<file path="src/rtl/fetch_pkg.sv">
// Shared constants and state encoding for the instruction fetch stage.
// Latency: n/a (package only).
// Backpressure: n/a (package only).
package fetch_pkg;

  typedef enum logic [1:0] {
    ST_BOOT  = 2'd0,
    ST_RUN   = 2'd1,
    ST_FAULT = 2'd2
  } fetch_state_e;

  // addi x0, x0, 0 -- canonical RISC-V NOP placed in a flushed IF/ID slot
  localparam logic [31:0] NOP_INSTR        = 32'h0000_0013;
  // Text-segment base
  localparam logic [31:0] DEFAULT_RESET_PC = 32'h0040_0000;
  localparam logic [31:0] PC_INCREMENT     = 32'd4;

endpackage

</file>
<file path="src/rtl/if_id_register.sv">
// IF/ID pipeline register: valid, PC, PC+4 and instruction with load/hold/flush.
// Latency: 1 clk from Load_i to outputs.
// Backpressure: holds contents when neither Load_i nor Flush_i is asserted; flush wins over load.
module if_id_register
  import fetch_pkg::*;
#(
  parameter int DATA_WIDTH = 32
) (
  input  logic                  clk,
  input  logic                  reset,
  input  logic                  Load_i,
  input  logic                  Flush_i,
  input  logic [DATA_WIDTH-1:0] Pc_i,
  input  logic [DATA_WIDTH-1:0] Pc_Plus4_i,
  input  logic [DATA_WIDTH-1:0] Instruction_i,
  output logic                  Valid_o,
  output logic [DATA_WIDTH-1:0] Pc_o,
  output logic [DATA_WIDTH-1:0] Pc_Plus4_o,
  output logic [DATA_WIDTH-1:0] Instruction_o
);

  logic                  valid_q, valid_d;
  logic [DATA_WIDTH-1:0] pc_q, pc_d;
  logic [DATA_WIDTH-1:0] pc_plus4_q, pc_plus4_d;
  logic [DATA_WIDTH-1:0] instr_q, instr_d;

  // Select next contents: flush to an empty NOP slot, load a new fetch, or hold
  always_comb begin
    valid_d    = valid_q;
    pc_d       = pc_q;
    pc_plus4_d = pc_plus4_q;
    instr_d    = instr_q;
    if (Flush_i) begin
      valid_d    = 1'b0;
      pc_d       = '0;
      pc_plus4_d = '0;
      instr_d    = DATA_WIDTH'(NOP_INSTR);
    end else if (Load_i) begin
      valid_d    = 1'b1;
      pc_d       = Pc_i;
      pc_plus4_d = Pc_Plus4_i;
      instr_d    = Instruction_i;
    end
  end

  // Register stage; synchronous reset empties the slot
  always_ff @(posedge clk) begin
    if (reset) begin
      valid_q    <= 1'b0;
      pc_q       <= '0;
      pc_plus4_q <= '0;
      instr_q    <= DATA_WIDTH'(NOP_INSTR);
    end else begin
      valid_q    <= valid_d;
      pc_q       <= pc_d;
      pc_plus4_q <= pc_plus4_d;
      instr_q    <= instr_d;
    end
  end

  assign Valid_o       = valid_q;
  assign Pc_o          = pc_q;
  assign Pc_Plus4_o    = pc_plus4_q;
  assign Instruction_o = instr_q;

endmodule

</file>
<file path="src/rtl/instruction_fetch_unit.sv">
// Fetch stage: PC register, next-PC select, BOOT/RUN/FAULT control and IF/ID capture.
// Latency: 1 clk from Pc_Address_o to IfId_* (program memory read is combinational).
// Backpressure: Stall_i holds PC, IF/ID and count; Redirect_i overrides Stall_i and flushes.
module instruction_fetch_unit
  import fetch_pkg::*;
#(
  parameter int                    DATA_WIDTH  = 32,
  parameter logic [DATA_WIDTH-1:0] RESET_PC    = DATA_WIDTH'(DEFAULT_RESET_PC),
  parameter int                    COUNT_WIDTH = 32
) (
  input  logic                   clk,
  input  logic                   reset,
  input  logic                   Enable_i,
  input  logic                   Stall_i,
  input  logic                   Redirect_i,
  input  logic [DATA_WIDTH-1:0]  Redirect_Target_i,
  input  logic [DATA_WIDTH-1:0]  Instruction_i,
  output logic [DATA_WIDTH-1:0]  Pc_Address_o,
  output logic                   IfId_Valid_o,
  output logic [DATA_WIDTH-1:0]  IfId_Pc_o,
  output logic [DATA_WIDTH-1:0]  IfId_Pc_Plus4_o,
  output logic [DATA_WIDTH-1:0]  IfId_Instruction_o,
  output logic                   Fault_o,
  output logic [DATA_WIDTH-1:0]  Fault_Address_o,
  output logic [COUNT_WIDTH-1:0] Fetch_Count_o
);

  fetch_state_e           state_q, state_d;
  logic [DATA_WIDTH-1:0]  pc_q, pc_d;
  logic [DATA_WIDTH-1:0]  fault_addr_q, fault_addr_d;
  logic [COUNT_WIDTH-1:0] count_q, count_d;
  logic [DATA_WIDTH-1:0]  pc_plus4;
  logic                   target_misaligned;
  logic                   ifid_load;
  logic                   ifid_flush;

  // Sequential PC wraps naturally modulo 2^DATA_WIDTH
  assign pc_plus4          = pc_q + DATA_WIDTH'(PC_INCREMENT);
  assign target_misaligned = |Redirect_Target_i[1:0];

  // State and datapath registers; reset discards everything in flight
  always_ff @(posedge clk) begin
    if (reset) begin
      state_q      <= ST_BOOT;
      pc_q         <= RESET_PC;
      fault_addr_q <= '0;
      count_q      <= '0;
    end else begin
      state_q      <= state_d;
      pc_q         <= pc_d;
      fault_addr_q <= fault_addr_d;
      count_q      <= count_d;
    end
  end

  // Next-state: BOOT waits for enable, a misaligned redirect traps in FAULT until reset
  always_comb begin
    state_d = state_q;
    case (state_q)
      ST_BOOT:  if (Enable_i) state_d = ST_RUN;
      ST_RUN:   if (Redirect_i && target_misaligned) state_d = ST_FAULT;
      ST_FAULT: state_d = ST_FAULT;
      default:  state_d = ST_BOOT;
    endcase
  end

  // Per-state controls: redirect beats stall beats sequential fetch
  always_comb begin
    pc_d         = pc_q;
    fault_addr_d = fault_addr_q;
    count_d      = count_q;
    ifid_load    = 1'b0;
    ifid_flush   = 1'b0;
    case (state_q)
      ST_RUN: begin
        if (Redirect_i) begin
          ifid_flush = 1'b1;
          if (target_misaligned) begin
            fault_addr_d = Redirect_Target_i;
          end else begin
            pc_d = Redirect_Target_i;
          end
        end else if (!Stall_i) begin
          ifid_load = 1'b1;
          pc_d      = pc_plus4;
          count_d   = count_q + COUNT_WIDTH'(1);
        end
      end
      // Keep the slot empty while trapped
      ST_FAULT: ifid_flush = 1'b1;
      default: ;
    endcase
  end

  if_id_register #(
    .DATA_WIDTH(DATA_WIDTH)
  ) u_if_id (
    .clk           (clk),
    .reset         (reset),
    .Load_i        (ifid_load),
    .Flush_i       (ifid_flush),
    .Pc_i          (pc_q),
    .Pc_Plus4_i    (pc_plus4),
    .Instruction_i (Instruction_i),
    .Valid_o       (IfId_Valid_o),
    .Pc_o          (IfId_Pc_o),
    .Pc_Plus4_o    (IfId_Pc_Plus4_o),
    .Instruction_o (IfId_Instruction_o)
  );

  assign Pc_Address_o    = pc_q;
  assign Fault_o         = (state_q == ST_FAULT);
  assign Fault_Address_o = fault_addr_q;
  assign Fetch_Count_o   = count_q;

endmodule

</file>
<file path="config.mk">
export PLATFORM = sky130hd
export DESIGN_NAME = instruction_fetch_unit
export DESIGN_NICKNAME = d
export VERILOG_FILES = /design/src/rtl/fetch_pkg.sv /design/src/rtl/if_id_register.sv /design/src/rtl/instruction_fetch_unit.sv
export SDC_FILE = /design/constraint.sdc
export NUM_CORES = 1
export LEC_CHECK = 0
export ABC_AREA = 1
export ABC_CLOCK_PERIOD_IN_PS = 2100
export CAP_MARGIN = 20
export CORE_MARGIN = 2
export CORE_UTILIZATION = 39
export DETAILED_ROUTE_END_ITERATION = 10
export PLACE_DENSITY = 0.69
export SLEW_MARGIN = 0
export SYNTH_ARGS = -nofsm -noshare
export SYNTH_HDL_FRONTEND = slang
export SYNTH_SLANG_ARGS = --single-unit
</file>
<file path="constraint.sdc">
create_clock -name clk -period 2.1 [get_ports clk]
set_clock_uncertainty 0.05 [all_clocks]
set_input_delay 0.315 -clock clk [delete_from_list [all_inputs] [get_ports clk]]
set_output_delay 0.315 -clock clk [all_outputs]
set_load 0.02 [all_outputs]
</file>
==> results.json <==
{
  "tns_ns": 0,
  "finalHoldViolations": 0,
  "synth_seq_cells": 193,
  "via_count": 9169,
  "path_clk_slew_ns": 0.07,
  "path_cells": "clkdlybuf4s50_1",
  "io_buffers": 262,
  "post_synth_num_cell_types": 35,
  "p_int_uw": 7300,
  "cellPowerDensity_nw_per_um2": 901,
  "setup_viol": 0,
  "cp-start-kind": "flop",
  "hp-class": "primary input to flop",
  "fin_crit_ns": 2.04,
  "ir_drop_mv": 0.623,
  "htreeDepth": 4,
  "critPathArrivalTime_ns": 1.68,
  "power_frac_comb": 0.273,
  "cts_buffer_depth": 2,
  "core_area_um2": 21800,
  "yosys.area.top_type": "dfxtp_1",
  "syn_inst": 1283,
  "synth_top_cells_by_count": "386 x nand2_1, 223 x nor2_1, 193 x dfxtp_1, 144 x a21oi_1, 83 x inv_1",
  "grt_first_pass_wirelength_mm": 47.0,
  "finalCritPeriodShare": 0.972,
  "cp_num_buf_inv": 1,
  "die_w_um": 153,
  "cts_resized": 0,
  "cp-end-kind": "primary output",
  "ys.flop_type": "dfxtp_1",
  "start_util": 0.396,
  "crit_fanout": 7,
  "leakage_uw": 0.00454,
  "tightest_slew_ns": 0.527,
  "routed_wl_mm": 29.8,
  "async_reset_ff_frac": 0,
  "grt_use_total": 0.250,
  "cts-hold-fix-buffers": 0,
  "power.clock.fraction": 0.323,
  "path_delay_family": "buffers and inverters",
  "dp_hpwl_mm": 21.5,
  "placementRows": 54,
  "nNetsFinal": 1599,
  "max_cap_violations": 0,
  "antenna_found_initial": 2,
  "clkLatencyLatePin_ns": 0.44,
  "drt-initial-drc-count": 723,
  "pwr-share-seq": 0.404,
  "synthTopCellsByArea": "dfxtp_1 45%, nand2_1 17%, nor2_1 9.7%, a21oi_1 8.4%, o21ai_0 4.4%",
  "grt_start_max_net_pins": 89,
  "cp.required_ns": 1.74,
  "worstSetupPathType": "flop to primary output",
  "synth_edf_count": 0,
  "drc_errors": 0,
  "syn_nets": 1357,
  "area_growth_pct": 41.4,
  "fmax_mhz": 490,
  "yosysWarnings": 0,
  "grt-ovfl-total": 0,
  "maxSlewHeadroom": 0.648,
  "cts_setup_buffers": 0,
  "critPathSlowestCell": "clkdlybuf4s50_1",
  "dieArea_um2": 23300,
  "avgSynthCellArea_um2": 6.72,
  "root_buffer": "clkbuf_16",
  "ant_nets": 0,
  "synth_top_area_share": 0.448,
  "status": "finished, final reports clean",
  "grt_pass1_vias": 8585,
  "cts_buffers": 17,
  "place_congestion": 0.914,
  "first_pass_iters": 5,
  "sw_frac_of_total": 0.336,
  "report.final.slew_viol_count": 0,
  "yosysSeqAreaShare": 0.448,
  "switchingPower_uw": 3690,
  "yosysMostFrequentCell": "nand2_1",
  "die_h_um": 153,
  "layout-drive-gt1-share": 0.0481,
  "routed_via_density": 5.04,
  "fin_hold_ws_ns": 0.380,
  "syn_area_um2": 8620,
  "cts_tree": "yes",
  "cts_sinks": 193,
  "rsz0062_at_grt": "false",
  "avgRoutedWirePerCell_um": 16.4,
  "pin_count": 263,
  "max_stage_delay_ns": 0.68
}
[registers in the layout, summed over array words and instances (netlist names)]
signal	cells
u_if_id.Instruction_o	32
Fetch_Count_o	32
u_if_id.Valid_o	1
u_if_id.Pc_Plus4_o	32
Pc_Address_o	32
Fault_Address_o	32
u_if_id.Pc_o	30
state_q	2
[power by group through the flow]
stage / Combinational, uW / Sequential (uW) / Clock [uW]
after floorplan: 1180 / 4860 / 0
after global placement: 2960 / 4490 / 0
after detailed placement: 2980 / 4500 / 0
after CTS: 3000 / 4430 / 3600
after global routing: 3250 / 4480 / 3740
final: 3000 / 4430 / 3550
[metrics by stage]
step                      power (uW)  utilization  setup slack (ns)  instances  cell area, um2
after floorplan                 6030            -             0.410       1283            8620
after global placement          7450        0.531            0.0827       1786           11500
after detailed placement        7480        0.531            0.0433       1786           11500
after CTS                      11000        0.560            0.0540       1818           12200
after global routing           11500        0.560            0.0234       1820           12200
final                          11000        0.560            0.0584       1820           12200
[cell usage in the layout (no fill, tap or decap), types with 3 or more instances in the layout]
| master | netlist | routed |
|---|---|---|
| clkinvlp_4 | 0 | 3 |
| nand3_1 | 36 | 36 |
| inv_6 | 0 | 3 |
| buf_12 | 0 | 5 |
| dfxtp_1 | 193 | 193 |
| nor2_1 | 223 | 221 |
| nor3_1 | 3 | 3 |
| clkbuf_16 | 0 | 17 |
| buf_4 | 6 | 20 |
| a21oi_1 | 144 | 144 |
| xnor2_1 | 8 | 8 |
| clkdlybuf4s50_1 | 0 | 262 |
| xor2_1 | 8 | 8 |
| nand3b_1 | 5 | 5 |
| bufinv_16 | 0 | 4 |
| o21bai_1 | 3 | 3 |
| o21ai_1 | 20 | 20 |
| inv_2 | 4 | 5 |
| o21ai_0 | 76 | 76 |
| ha_1 | 5 | 4 |
| nand4_1 | 3 | 3 |
| nand2_1 | 386 | 386 |
| nor2_4 | 3 | 4 |
| inv_1 | 83 | 82 |
[cell type report]
cell class / instances / area (um2)
Multi-Input combinational cell: 939 / 4140
Tap cell: 280 / 350
Inverter: 87 / 327
Clock buffer: 17 / 425
Clock inverter: 15 / 208
Timing Repair Buffer: 287 / 2870
Antenna cell: 2 / 5.00
Fill cell: 2109 / 9570
Sequential cell: 193 / 3860
[metal layers]
metal,track usage,up-vias,share of wire
met4,0.0833,0,0.027
li1,-,4534,-
met2,0.398,366,0.45
met1,0.331,4220,0.44
met3,0.0634,49,0.083
met5,0,-,0
[path summary, 6_finish.rpt]
| path | from | end | slack, ns | cells after the start |
|---|---|---|---|---|
| setup reg to reg | state_q[1] | u_if_id.Instruction_o[25] | 0.23 | 9 |
| setup / recovery | Pc_Address_o[15] | Pc_Address_o[15] | 0.06 | 1 |
| hold / removal | Instruction_i[10] | u_if_id.Instruction_o[10] | 0.38 | 3 |
| hold reg to reg | u_if_id.Instruction_o[31] | u_if_id.Instruction_o[31] | 0.41 | 2 |
[cell families (layout without fill, tap and decap cells)]
kind of cell    after synthesis  count (layout)  synth area share
compound gates              251             251             0.150
flops                       193             193             0.448
xor+xnor                     16              16            0.0163
buf+inv                     151             406            0.0736
other cells                   0               2                 0
fa+ha+maj                     5               5           0.00726
simple gates                667             667             0.304
[worst register-to-register path: cells and delay by family, from the launching register on]
kind                       cells  cell delay (ns)
AOI/OAI and AO/OA              2             0.36
and+or+nand+nor                2             0.35
DFF                            1             0.34
buffers and inverters          4             0.47
adders and majority gates      1             0.22
No activity file was read; power rests on OpenSTA's default activity.
